### config.mk
export PLATFORM = sky130hd
export DESIGN_NAME = face_roi_ctrl
export DESIGN_NICKNAME = d
export VERILOG_FILES = /design/src/rtl/face_roi_ctrl.sv
export SDC_FILE = /design/constraint.sdc
export NUM_CORES = 1
export LEC_CHECK = 0
export BUFFER_PORTS_ARGS = -buffer_cell sky130_fd_sc_hd__buf_2
export CAP_MARGIN = 5
export CORE_ASPECT_RATIO = 0.5
export CORE_MARGIN = 4
export CORE_UTILIZATION = 45
export DETAILED_ROUTE_END_ITERATION = 8
export GPL_TIMING_DRIVEN = 1
export HOLD_SLACK_MARGIN = 0.05
export PLACE_DENSITY_LB_ADDON = 0.12
export SKIP_CTS_REPAIR_TIMING = 1
export SLEW_MARGIN = 20
export SYNTH_ARGS = -nofsm -noshare
export SYNTH_HDL_FRONTEND = slang
export SYNTH_SLANG_ARGS = --single-unit
### constraint.sdc
create_clock -name module_clk -period 4 [get_ports module_clk]
set_input_delay 0.4 -clock module_clk [delete_from_list [all_inputs] [get_ports module_clk]]
set_output_delay 0.4 -clock module_clk [all_outputs]
set_load 0.02 [all_outputs]
### src/rtl/face_roi_ctrl.sv
// rtl/face_roi_ctrl.sv - per-frame face box check and eye-search ROI publisher
// Optional FACE_ROI_SMOOTH_EN: average each new window with the held one.
module face_roi_ctrl #(
  parameter logic [11:0] MIN_W  = 12'd120,
  parameter logic [11:0] MIN_H  = 12'd150,
  parameter logic [2:0]  LOST_N = 3'd4
) (
  input  logic        module_clk,
  input  logic        module_rst_n,
  input  logic        cam_vsync,
  input  logic [11:0] face_left,
  input  logic [11:0] face_right,
  input  logic [11:0] face_up,
  input  logic [11:0] face_down,
  input  logic        roi_ready,
  output logic        roi_valid,
  output logic [11:0] roi_x0,
  output logic [11:0] roi_x1,
  output logic [11:0] roi_y0,
  output logic [11:0] roi_y1,
  output logic        face_lost
);

  typedef enum logic [2:0] {
    IDLE    = 3'd0,
    SAMPLE  = 3'd1,
    CHECK   = 3'd2,
    UPDATE  = 3'd3,
    PUBLISH = 3'd4
  } state_t;

  state_t      state_q, state_d;
  logic        vs_r0_q, vs_r1_q;
  logic        pend_q, pend_d;
  logic [11:0] left_q, right_q, up_q, down_q;
  logic [2:0]  lost_cnt_q, lost_cnt_d;
  logic        face_lost_q, face_lost_d;
  logic [11:0] x0_q, x1_q, y0_q, y1_q;
  logic [11:0] x0_d, x1_d, y0_d, y1_d;
  logic        vs_edge;
  logic [11:0] box_w, box_h, new_y0, new_y1;
  logic        frame_ok;
`ifdef FACE_ROI_SMOOTH_EN
  logic        have_roi_q, have_roi_d;

  function automatic logic [11:0] avg12(input logic [11:0] a, input logic [11:0] b);
    return 12'(({1'b0, a} + {1'b0, b}) >> 1);
  endfunction
`endif

  assign vs_edge  = vs_r0_q & ~vs_r1_q;
  assign box_w    = right_q - left_q;
  assign box_h    = down_q - up_q;
  assign new_y0   = up_q + (box_h >> 2);
  assign new_y1   = up_q + (box_h >> 1);
  assign frame_ok = (right_q > left_q) && (down_q > up_q) &&
                    (box_w >= MIN_W) && (box_h >= MIN_H) &&
                    (right_q <= 12'd639) && (down_q <= 12'd479);

  always_ff @(posedge module_clk or negedge module_rst_n) begin
    if (!module_rst_n) begin
      state_q     <= IDLE;
      vs_r0_q     <= 1'b0;
      vs_r1_q     <= 1'b0;
      pend_q      <= 1'b0;
      left_q      <= 12'd0;
      right_q     <= 12'd0;
      up_q        <= 12'd0;
      down_q      <= 12'd0;
      lost_cnt_q  <= 3'd0;
      face_lost_q <= 1'b0;
      x0_q        <= 12'd0;
      x1_q        <= 12'd0;
      y0_q        <= 12'd0;
      y1_q        <= 12'd0;
`ifdef FACE_ROI_SMOOTH_EN
      have_roi_q  <= 1'b0;
`endif
    end else begin
      state_q     <= state_d;
      vs_r0_q     <= cam_vsync;
      vs_r1_q     <= vs_r0_q;
      pend_q      <= pend_d;
      lost_cnt_q  <= lost_cnt_d;
      face_lost_q <= face_lost_d;
      x0_q        <= x0_d;
      x1_q        <= x1_d;
      y0_q        <= y0_d;
      y1_q        <= y1_d;
`ifdef FACE_ROI_SMOOTH_EN
      have_roi_q  <= have_roi_d;
`endif
      // The face box is only captured here; it is ignored at every other time.
      if (state_q == SAMPLE) begin
        left_q  <= face_left;
        right_q <= face_right;
        up_q    <= face_up;
        down_q  <= face_down;
      end
    end
  end

  always_comb begin
    state_d    = state_q;
    pend_d     = pend_q;
    lost_cnt_d = lost_cnt_q;
    x0_d       = x0_q;
    x1_d       = x1_q;
    y0_d       = y0_q;
    y1_d       = y1_q;
`ifdef FACE_ROI_SMOOTH_EN
    have_roi_d = have_roi_q;
`endif
    case (state_q)
      IDLE: begin
        if (vs_edge || pend_q) begin
          state_d = SAMPLE;
          pend_d  = 1'b0;
        end
      end
      SAMPLE: state_d = CHECK;
      CHECK: begin
        if (frame_ok) begin
          state_d = UPDATE;
        end else begin
          state_d = IDLE;
          if (lost_cnt_q != LOST_N) lost_cnt_d = lost_cnt_q + 3'd1;
        end
      end
      UPDATE: begin
        state_d    = PUBLISH;
        lost_cnt_d = 3'd0;
`ifdef FACE_ROI_SMOOTH_EN
        have_roi_d = 1'b1;
        // A fresh track (after reset or a lost face) must not be blended with stale data.
        if (!have_roi_q || face_lost_q) begin
          x0_d = left_q;
          x1_d = right_q;
          y0_d = new_y0;
          y1_d = new_y1;
        end else begin
          x0_d = avg12(x0_q, left_q);
          x1_d = avg12(x1_q, right_q);
          y0_d = avg12(y0_q, new_y0);
          y1_d = avg12(y1_q, new_y1);
        end
`else
        x0_d = left_q;
        x1_d = right_q;
        y0_d = new_y0;
        y1_d = new_y1;
`endif
      end
      PUBLISH: begin
        if (roi_ready) state_d = IDLE;
      end
      default: state_d = IDLE;
    endcase
    // Edges arriving while busy collapse into a single pending request.
    if (state_q != IDLE && vs_edge) pend_d = 1'b1;
    face_lost_d = (lost_cnt_d == LOST_N);
  end

  assign roi_valid = (state_q == PUBLISH);
  assign roi_x0    = x0_q;
  assign roi_x1    = x1_q;
  assign roi_y0    = y0_q;
  assign roi_y1    = y1_q;
  assign face_lost = face_lost_q;

endmodule

**Yosys cells after proc, flatten, opt, wreduce, memory -nomap -nowiden**

Index checks and enable logic that the tools add are counted.
W data, S select, Z words.

- Add/subtract/negate cells: 5
- Multiply operators: 0
- Div/mod/pow operators: 0
- $lt $le $gt $ge: 6
- Eq/ne operators: 8
- Shift operators: 0
- Muxes and demuxes: 10
- Bitwise gates (word level): 2
- Reductions and logical operators: 13

Operator list:

| cell | count |
|---|---|
| $gt A12 B12 Y1 | 2 |
| $sub A12 B12 Y12 | 2 |
| $pmux W3 S5 | 1 |
| $add A12 B10 Y12 | 1 |
| $add A12 B11 Y12 | 1 |
| $ge A12 B7 Y1 const B | 1 |
| $ge A12 B8 Y1 const B | 1 |
| $le A12 B10 Y1 const B | 1 |
| $le A12 B9 Y1 const B | 1 |
| $mux W3 | 4 |
| $eq A3 B2 Y1 const B | 2 |
| $eq A3 B3 Y1 const B | 2 |
| $logic_and A1 B1 Y1 | 6 |
| $pmux W3 S2 | 1 |
| $ne A2 B2 Y1 const B | 2 |
| $reduce_and A2 Y1 | 2 |
| $reduce_bool A2 Y1 | 2 |
| $add A3 B1 Y3 const B | 1 |
| $eq A3 B1 Y1 const B | 1 |
| $logic_not A3 Y1 | 1 |
| $mux W1 | 3 |
| $ne A3 B3 Y1 const B | 1 |
| $reduce_bool A3 Y1 | 1 |
| $mux W2 | 1 |
| other kinds (3) | 3 |

- Register bits after elaboration: 106
- Latch bits: 0
- RAM bits: 0
- ROM bits: 0
- Output and inout bits: 50
- Word-level logic and storage cells: 58
- Memories kept: 0

**Logic depth before layout (Yosys ltp)**

Gate-level depths: netlist of run 1.

- Word-level depth: 9
- Gate-level depth with buffers: 16
- Depth with buffers taken out: 16

**Worst setup path before layout of run 1**

No wires, ideal clock.

- Kind: reg-to-reg
- Start: register up_q[1]
- End: register y0_q[11], in the netlist roi_y0[11]
- Library setup time: 0.124 ns
- Arrival time: 3.373 ns
- Data required time: 3.876 ns
- Slack: 0.504 ns
- Stages on the path, launching flop included: 17
- Path buffers: 0
- Period minus slack after synthesis: 3.496 ns
- Cells stage by stage: dfrtp_1 > inv_1 > ha_1 > nor2b_4 > or2_4 > a21oi_1 > xnor2_1 > ha_1 > a21o_1 > a21oi_1 > o21bai_1 > a21oi_1 > o21bai_1 > a21oi_1 > o211ai_1 > and3_1 > o31a_1

- Longest elaborated chain between the ends: 2

RTL lines:

| element | line | RTL |
|---|---|---|
| start: declaration | 35 | `logic [11:0] left_q, right_q, up_q, down_q;` |
| start signal: assignment | 97 | `up_q <= face_up;` |
| $sub A12 B12 Y12 | 53 | `assign box_h = down_q - up_q;` |
| $add A12 B10 Y12 * | 54 | `assign new_y0 = up_q + (box_h >> 2);` |
| end signal: assignment | 88 | `y0_q <= y0_d;` |
| end: declaration | 38 | `logic [11:0] x0_q, x1_q, y0_q, y1_q;` |

Mark *: on every way between the ends. The rest lies on a longest branch, timed or not.
A chain may end at the register's enable or synchronous reset.

**Final worst setup path of run 1**

- Start: register up_q[0]
- End: register y0_q[10], in the netlist roi_y0[10]

Same word-level chain as after synthesis.

==> metrics.md, run 1 <==
| Metric | Value |
|---|---|
| Outcome | `finished, final reports clean` |
| Max Cap Viol | `0` |
| Syn Area/Cell | `10.12 um^2` |
| Final setup vio count | `0` |
| Worst EP required | `4230 ps` |
| Die span in x | `173.6 um` |
| Area grow syn2layout | `16.17%` |
| Final std cells w/o fill | `882` |
| Largest net degree at the start of global routing | `50` |
| Yosys reg bits | `106` |
| Clk sinks | `106` |
| Yosys top cell area share | `42.97%` |
| WL per Instance | `between 15 and 20 um` |
| Die footprint | `~0.016 mm^2` |
| Core area | `~0.013 mm^2` |
| Die Ht | `90.82 um` |
| Final period util | `92.44%` |
| GR Util All Layers | `~17%` |
| Cell area after synthesis | `0.006173 mm^2` |
| Fmax | `between 200 and 300 MHz` |
| Antenna viol nets, final | `0` |
| Clock Tree Buf Depth | `2` |
| Reg area | `roughly 0.0027 mm^2` |
| Placed cell count | `866` |
| Area of the multi-input gates | `0.003249 mm^2` |
| Final Instance Area | `between 0.007 and 0.008 mm^2` |
| Most frequent cells in the layout | `dfrtp_1, buf_2, o21ai_0` |
| Root Driver | `clkbuf_16` |
| Filler Cells Inserted | `between 1000 and 1500` |
| Met1 WL | `6833 um` |
| Port-buffer cells | `101` |
| Nets | `between 800 and 900` |
| CTS tree | `built` |
| Row count | `29` |
| Yosys synthesis warning count | `0` |
| GP Congestion | `0.9064` |
| First-pass GRT wire length | `22440 um` |
| GRT overflow | `0` |
| Vias per inst | `5.259` |
| Commonest non-fill, non-tap cell in the layout | `dfrtp_1` |
| Dominant synthesized flop cell | `dfrtp_1` |
| Fin. Hold Viols | `0` |
| Ys async rst share | `100.0%` |
| Metal3 WL | `552 um` |
| Type of origin of the critical path | `flop` |
| DPL Wire Length | `10330 um` |
| Synth Instances | `between 600 and 700` |
| Initial Utilization | `47.39%` |
| Max-slew headroom | `between 40% and 50%` |
| Setup TNS | `0 ps` |
| Worst setup EP type | `flop` |
| Number of diodes | `0` |
| Fin. max-slew vios | `0` |
| Sequential fraction of the synthesis area | `between 40% and 50%` |
| CP Data Arrival Time | `~3900 ps` |
| Syn nets | `713` |
| Final WS setup | `302.6 ps` |
| CTS Buf Count | `9` |
| Met2 routed WL | `5950 um` |
| Critical path type | `reg -> reg` |
| Router iterations before antenna repair | `4` |
| Unique masters post-synth | `74` |
| IO Count | `a little over 100` |
| Worst slack, placed | `around 340 ps` |
| Vias in the first global route | `4512` |
| Top cells by area, synth | `dfrtp_1, ha_1, mux2_2` |
| Post-synth EDFFs | `0` |
| Initial antenna violation count | `0` |
| Routed wire length | `13500 um` |
| Hold crit path type | `in -> async` |
| DRC | `0` |
| Clock Latency Late Sink | `350 ps` |
| Top sig layer | `met4` |
| RSZ-0062 raised after global routing | `false` |
| Clock skew | `6.510 ps` |
| Layout cells sized above 1 | `26.12%` |
| Clk slew on worst S/H paths | `80 ps` |
| Final min period | `3697 ps` |
| Synth area leader | `dfrtp_1` |
| Routed via count | `4638` |
| H-tree levels | `3` |
| Placed Area | `0.006872 mm^2` |
| Initial DRC Count | `~230` |
| Crit Path Max Fanout | `4` |
| Worst Tran Pin Value | `821.7 ps` |
==> sequential cells by signal, indices dropped and copies added, names as in the netlist <==
signal,cells
down_q,12
left_q,12
right_q,12
roi_x0,12
roi_x1,12
roi_y0,12
roi_y1,12
up_q,12
lost_cnt_q,3
state_q,3
face_lost,1
pend_q,1
vs_r0_q,1
vs_r1_q,1
==> layer usage <==
layer	vias up	track usage [%]
met5	-	0
met1	2189	24.80
li1	2356	-
met2	80	26.44
met3	13	4.224
met4	0	4.477
==> cell type report <==
type | count | share of cell area, %
repair buffers | 108 | 7.990
inverters | 51 | 2.669
multi-input cells | 431 | 45.31
clock buffers | 10 | 3.332
flip-flops and latches | 106 | 36.99
clock inverters | 6 | 0.7502
well taps | 170 | 2.966
==> path summary, 6_finish.rpt <==
path | start | to | slack [ps] | cells after the start
max in group asynchronous | module_rst_n | roi_y1[7]$_DFFE_PN0P_ | 3100 | 2
max | up_q[0]$_DFFE_PN0P_ | roi_y0[10]$_DFFE_PN0P_ | 300 | 15
min reg2reg | vs_r0_q$_DFF_PN0_ | vs_r1_q$_DFF_PN0_ | 380 | 0
min | module_rst_n | roi_x1[2]$_DFFE_PN0P_ | 40 | 1
min in group module_clk | cam_vsync | vs_r0_q$_DFF_PN0_ | 150 | 1
max reg2reg | up_q[0]$_DFFE_PN0P_ | roi_y0[10]$_DFFE_PN0P_ | 300 | 15
==> critical path: stages (launching register included) <==
cell	delay, ps
dfrtp_1	410
ha_1	270
fa_1	400
nand2b_1	170
a22oi_1	190
xor2_1	270
ha_1	320
a21o_1	190
a21oi_1	210
o21bai_1	100
a21oi_1	220
o21bai_1	120
a21o_1	210
a21oi_1	190
nor4b_1	70
a211o_1	260
==> synthesized netlist by cell type, drive strengths merged (6+ instances only) <==
library cell	n
nand2	66
a21o	15
nor4	6
o21ai	71
clkbuf	17
a21oi	31
nand4	7
nand3	6
ha	47
xnor2	22
inv	51
nor2	16
mux2	38
o21bai	10
o31a	6
nor3	9
dfrtp	106
nand3b	7
==> through the flow <==
step / hold WS [ps] / utilization, %
2_1_floorplan: 104.4 / -
3_3_place_gp: 364.2 / 52.75
3_5_place_dp: 363.8 / 52.75
4_1_cts: 58.28 / 55.00
5_1_grt: 78.37 / 55.06
6_report: 38.00 / 55.06
==> logic make-up after synthesis <==
logic type      count (synthesis)  share of synthesized area, %
xor+xnor                       27                         4.135
compound gates                169                         17.96
buf+inv                        73                         4.641
fa+ha+maj                      51                         10.82
flops                         106                         42.97
mux                            41                         7.418
simple gates                  143                         12.06
Power of run 1 is left out: the tool's default activity adds up to more than one toggle a clock period on the data nets, which glitch-free logic cannot reach.
==> run 2: changes to the inputs <==
Settings changed: CORE_UTILIZATION 45 to 56, RECOVER_POWER set to 25.
==> metrics.md, run 2 (same netlist as run 1, synthesis figures left out) <==
| Metric | Value |
|---|---|
| Clock Latency Late Sink | `350 ps (about the same)` |
| Area grow syn2layout | `14.90% (was 16.17%)` |
| Clk sinks | `106 (unchanged)` |
| Reg2reg path depth | `14 (was 15)` |
| Core area | `0.01048 mm^2 (was 0.01303 mm^2)` |
| Final design utilization | `67.71% (was 55.06%)` |
| Clock skew | `7.799 ps (was 6.510 ps)` |
| Worst setup EP type | `flop (unchanged)` |
| Setup TNS | `0 ps (unchanged)` |
| Clock Tree Buf Depth | `2 (unchanged)` |
| Worst Hold Path EP | `vs_r0_q$_DFF_PN0_` |
| GRT overflow | `0 (unchanged)` |
| Crit-path max cell delay | `420 ps (was 410 ps)` |
| Crit-path slowest cell | `dfrtp_1 (unchanged)` |
| Vias per inst | `5.544 (was 5.259)` |
| Outcome | `complete, but fails checks (was finished, final reports clean)` |
| GP Congestion | `0.8426 (was 0.9064)` |
| Crit path cell chain | `ha_1, fa_1, nand2b_1, a22oi_1, xor2_1, ha_1, a21oi_1, o21bai_1, a21oi_1, o21bai_1, a21oi_1, o211ai_1, and3_1, o31a_1 (was ha_1, fa_1, nand2b_1, a22oi_1, xor2_1, ha_1, a21o_1, a21oi_1, o21bai_1, a21oi_1, o21bai_1, a21o_1, a21oi_1, nor4b_1, a211o_1)` |
| Final period util | `95.21% (was 92.44%)` |
| CTS tree | `built (unchanged)` |
| Port-buffer cells | `101 (unchanged)` |
| Hold crit path type | `in -> reg (was in -> async)` |
| Layout cells sized above 1 | `20.90% (was 26.12%)` |
| Fin. max-slew vios | `31 (was 0)` |
| Reg2reg setup slack | `190 ps (was 300 ps)` |
| DPL Wire Length | `9855 um (was 10330 um)` |
| Placed Area | `0.006827 mm^2 (was 0.006872 mm^2)` |
| Final min period | `3808 ps (was 3697 ps)` |
| GR Util All Layers | `20.82% (was 17.33%)` |
| H-tree levels | `3 (unchanged)` |
| Die Ht | `82.25 um (was 90.82 um)` |
| Max-slew headroom | `-4.903% (was 45.03%)` |
| Commonest non-fill, non-tap cell in the layout | `dfrtp_1 (unchanged)` |
| CP Data Arrival Time | `4050 ps (was 3930 ps)` |
| Nets | `811 (was 810)` |
| IO Count | `102 (unchanged)` |
| DRC | `0 (unchanged)` |
| Router iterations before antenna repair | `4 (unchanged)` |
| Critical path type | `reg -> reg (unchanged)` |
| Initial Utilization | `58.93% (was 47.39%)` |
| Max Cap Viol | `1 (was 0)` |
| Vias in the first global route | `4510 (was 4512)` |
| Clk slew on worst S/H paths | `80 ps (about the same)` |
| Hold-critical path depth | `1` |
| Fin. Hold Viols | `0 (unchanged)` |
| Die footprint | `0.01287 mm^2 (was 0.01577 mm^2)` |
| Worst EP required | `4240 ps (was 4230 ps)` |
| Worst R2R Start | `up_q[0]$_DFFE_PN0P_ (unchanged)` |
| WL per Instance | `15.27 um (was 15.31 um)` |
| Top Family by Delay on Critical Path | `compound AO/OA/AOI/OAI gates (unchanged)` |
| HP Start | `cam_vsync` |
| Initial antenna violation count | `0 (unchanged)` |
| Root Driver | `clkbuf_16 (unchanged)` |
| Final Instance Area | `0.007093 mm^2 (was 0.007172 mm^2)` |
| Largest net degree at the start of global routing | `60 (was 50)` |
| Die span in x | `156.5 um (was 173.6 um)` |
| Initial DRC Count | `288 (was 233)` |
| Crit Path Max Fanout | `4 (unchanged)` |
| Final std cells w/o fill | `853 (was 882)` |
| Worst Tran Pin Value | `1574 ps (was 821.7 ps)` |
| Buffers & Inverters on Critical Path | `0 (unchanged)` |
| Violated checks | `max-capacitance violations, max-slew violations` |
| Most frequent cells in the layout | `dfrtp_1, o21ai_0, buf_2 (was dfrtp_1, buf_2, o21ai_0)` |
| First-pass GRT wire length | `21570 um (was 22440 um)` |
| Most frequent CP cell | `a21oi_1 (unchanged)` |
| Filler Cells Inserted | `857 (was 1218)` |
| Routed via count | `4729 (was 4638)` |
| Final setup vio count | `0 (unchanged)` |
| Routed wire length | `13020 um (was 13500 um)` |
| Fmax | `262.6 MHz (was 270.5 MHz)` |
| Row count | `26 (was 29)` |
| Antenna viol nets, final | `0 (unchanged)` |
| R2R Path End | `roi_y0[11]$_DFFE_PN0P_ (was roi_y0[10]$_DFFE_PN0P_)` |
| Placed cell count | `835 (was 866)` |
| CTS Buf Count | `9 (unchanged)` |
| Type of origin of the critical path | `flop (unchanged)` |
| Number of diodes | `0 (unchanged)` |
-- run 2: changes by cell type in the layout (fill, tap and decap cells not counted), sizes merged --
cell,before,now
dlygate4sd3,0,1
buf,108,73
clkbuf,10,45
inv,55,54
clkinv,1,2
-- run 2: how the worst max path moves through the flow --
stage / from / endpoint / slack, ps / cells past startpoint
3_5_place_dp: up_q[0]$_DFFE_PN0P_ / roi_y0[11]$_DFFE_PN0P_ / 240 / 14
4_1_cts: up_q[0]$_DFFE_PN0P_ / roi_y0[11]$_DFFE_PN0P_ / 210 / 14
2_1_floorplan: up_q[1]$_DFFE_PN0P_ / roi_y0[11]$_DFFE_PN0P_ / 500 / 16
5_1_grt: up_q[0]$_DFFE_PN0P_ / roi_y0[10]$_DFFE_PN0P_ / -7 / 15
3_3_place_gp: up_q[0]$_DFFE_PN0P_ / roi_y0[10]$_DFFE_PN0P_ / 370 / 15
6_report: up_q[0]$_DFFE_PN0P_ / roi_y0[11]$_DFFE_PN0P_ / 190 / 14
-- run 2: layer usage --
metal	up-vias	track usage, %	share of wire [%]
met3	11	4.269	4.7
met4	0	4.242	0.96
met5	-	0	0
met2	99	35.04	47
li1	2370	-	-
met1	2249	28.43	48
-- run 2: layout make-up --
type                       instances  area [um^2]  share of cell area [%]
inverter                          51        191.4                   2.699
tap                              140        175.2                   2.470
clock buffer                      10        229.0                   3.228
sequential                       106         2653                   37.40
timing repair buffer             109        536.8                   7.567
clock inverter                     6        61.31                  0.8644
multi-input combinational        431         3247                   45.78
-- run 2: metrics by stage --
stage / hold slack (ps) / setup slack, ps
3_5_place_dp: 345.7 / 239.3
6_report: 153.7 / 191.7
3_3_place_gp: 347.9 / 370.7
2_1_floorplan: 104.4 / 503.5
4_1_cts: -37.22 / 212.2
5_1_grt: 142.7 / -6.904
Power of run 2 is left out for the same reason.
==> run 3: changes to the inputs <==
Settings changed: BUFFER_PORTS_ARGS -buffer_cell sky130_fd_sc_hd__buf_2 to -buffer_cell sky130_fd_sc_hd__clkbuf_2, CORE_UTILIZATION 56 to 52.
Clock period 4 ns to 3.4 ns, I/O delays scaled along.
==> metrics.md, run 3 (same netlist as run 1, synthesis figures left out) <==
| Metric | Value |
|---|---|
| Core area | `0.01128 mm^2 (was 0.01048 mm^2)` |
| Placed cell count | `875 (was 835)` |
| First-pass GRT wire length | `22870 um (was 21570 um)` |
| Die Ht | `85.05 um (was 82.25 um)` |
| Port-buffer cells | `101 (unchanged)` |
| Max Cap Viol | `1 (unchanged)` |
| Number of diodes | `0 (unchanged)` |
| Fmax | `303.0 MHz (was 262.6 MHz)` |
| Crit-path slowest cell | `dfrtp_2 (was dfrtp_1)` |
| CP Data Arrival Time | `3540 ps (was 4050 ps)` |
| Worst Tran Pin Value | `1683 ps (was 1574 ps)` |
| Outcome | `complete, but fails checks (unchanged)` |
| Die span in x | `162.1 um (was 156.5 um)` |
| Area grow syn2layout | `21.48% (was 14.90%)` |
| Die footprint | `0.01378 mm^2 (was 0.01287 mm^2)` |
| Clock Latency Late Sink | `350 ps (about the same)` |
| Worst setup EP type | `flop (unchanged)` |
| RSZ-0062 raised after global routing | `true` |
| Router iterations before antenna repair | `4 (unchanged)` |
| Worst hold slack | `93.04 ps (was 153.7 ps)` |
| Buffers & Inverters on Critical Path | `1 (was 0)` |
| Clock Tree Buf Depth | `2 (unchanged)` |
| IO Count | `102 (unchanged)` |
| Violated checks | `max-capacitance violations, max-slew violations (unchanged)` |
| Final setup vio count | `0 (unchanged)` |
| Final min period | `3301 ps (was 3808 ps)` |
| Max-slew headroom | `-12.18% (was -4.903%)` |
| Row count | `27 (was 26)` |
| Initial antenna violation count | `0 (unchanged)` |
| Fin. Hold Viols | `0 (unchanged)` |
| Crit Path Max Fanout | `3 (was 4)` |
| Setup TNS | `0 ps (unchanged)` |
| H-tree levels | `3 (unchanged)` |
| Final std cells w/o fill | `900 (was 853)` |
| Filler Cells Inserted | `956 (was 857)` |
| Clk sinks | `106 (unchanged)` |
| Routed wire length | `13540 um (was 13020 um)` |
| WL per Instance | `15.04 um (was 15.27 um)` |
| Crit path cell chain | `inv_1, ha_1, nor2b_4, or2_4, a21oi_4, xnor2_2, ha_1, a21o_1, a21oi_1, o21bai_1, a21oi_2, o21bai_1, a21oi_2, o211ai_1, and3_1, o31a_1 (was ha_1, fa_1, nand2b_1, a22oi_1, xor2_1, ha_1, a21oi_1, o21bai_1, a21oi_1, o21bai_1, a21oi_1, o211ai_1, and3_1, o31a_1)` |
| Vias in the first global route | `4685 (was 4510)` |
| Nets | `839 (was 811)` |
| Critical path type | `reg -> reg (unchanged)` |
| Clk slew on worst S/H paths | `70 ps (was 80 ps)` |
| CTS Buf Count | `9 (unchanged)` |
| Commonest non-fill, non-tap cell in the layout | `dfrtp_1 (unchanged)` |
| DRC | `0 (unchanged)` |
| Largest net degree at the start of global routing | `68 (was 60)` |
| Fin. max-slew vios | `67 (was 31)` |
| GR Util All Layers | `20.22% (was 20.82%)` |
| Type of origin of the critical path | `flop (unchanged)` |
| Layout cells sized above 1 | `32.25% (was 20.90%)` |
| Hold crit path type | `in -> reg (unchanged)` |
| Final period util | `97.08% (was 95.21%)` |
| GP Congestion | `0.9236 (was 0.8426)` |
| Most frequent cells in the layout | `dfrtp_1, clkbuf_2, o21ai_0 (was dfrtp_1, o21ai_0, buf_2)` |
| Worst EP required | `3640 ps (was 4240 ps)` |
| GRT overflow | `0 (unchanged)` |
| Final design utilization | `66.47% (was 67.71%)` |
| Clock skew | `6.326 ps (was 7.799 ps)` |
| Root Driver | `clkbuf_16 (unchanged)` |
| Initial Utilization | `54.71% (was 58.93%)` |
| Initial DRC Count | `281 (was 288)` |
| Crit-path max cell delay | `400 ps (was 420 ps)` |
| Antenna viol nets, final | `0 (unchanged)` |
| Routed via count | `4788 (was 4729)` |
| Vias per inst | `5.320 (was 5.544)` |
| Top Family by Delay on Critical Path | `compound AO/OA/AOI/OAI gates (unchanged)` |
| CTS tree | `built (unchanged)` |
| DPL Wire Length | `10300 um (was 9855 um)` |
-- run 3: cell types whose count changed in the layout (fill, tap and decap cells not counted), sizes merged --
cell,previous run,this run
buf,73,36
clkbuf,45,111
clkinv,2,4
clkinvlp,1,0
dlygate4sd3,1,0
inv,54,53
-- run 3: path summary, 6_finish.rpt --
path / start / end / slack (ps) / depth (start not counted)
min in group asynchronous: module_rst_n / roi_x1[2]$_DFFE_PN0P_ / 430 / 1
setup / recovery: up_q[1]$_DFFE_PN0P_ / roi_y0[11]$_DFFE_PN0P_ / 100 / 16
hold reg to reg: vs_r0_q$_DFF_PN0_ / vs_r1_q$_DFF_PN0_ / 380 / 0
setup reg to reg: up_q[1]$_DFFE_PN0P_ / roi_y0[11]$_DFFE_PN0P_ / 100 / 16
max in group asynchronous: module_rst_n / down_q[2]$_DFFE_PN0P_ / 1970 / 1
hold / removal: cam_vsync / vs_r0_q$_DFF_PN0_ / 90 / 1
-- run 3: cell type report --
type                    instances  area (um^2)  area share (%)
clock buffers                  10        229.0           3.053
clock inverters                 6        62.56          0.8342
inverters                      51        191.4           2.553
multi-input cells             431         3363           44.84
flip-flops and latches        106         2654           35.39
well taps                     159        198.9           2.653
repair buffers                137        800.8           10.68
-- run 3: worst reg2reg max path, stage by stage (launching register included) --
cell	delay (ps)
dfrtp_2	400
inv_1	70
ha_1	240
nor2b_4	130
or2_4	240
a21oi_4	170
xnor2_2	170
ha_1	280
a21o_1	160
a21oi_1	180
o21bai_1	100
a21oi_2	160
o21bai_1	90
a21oi_2	210
o211ai_1	150
and3_1	200
o31a_1	230
-- run 3: stage by stage --
step                      area [um^2]  setup WS (ps)
after global placement           7025          23.81
after CTS                        7317         -72.50
after detailed placement         7025         -32.15
after floorplan                  6178          23.88
final                            7500          99.41
after global routing             7500         -31.75
-- run 3: per-layer routing --
metal,vias to the layer above,GRT usage (%),share of wire [%]
met5,-,0,0
met2,74,33.24,47
met3,13,4.027,3.8
met4,0,4.298,1.2
met1,2293,28.13,48
li1,2408,-,-
Power of run 3 is left out for the same reason.
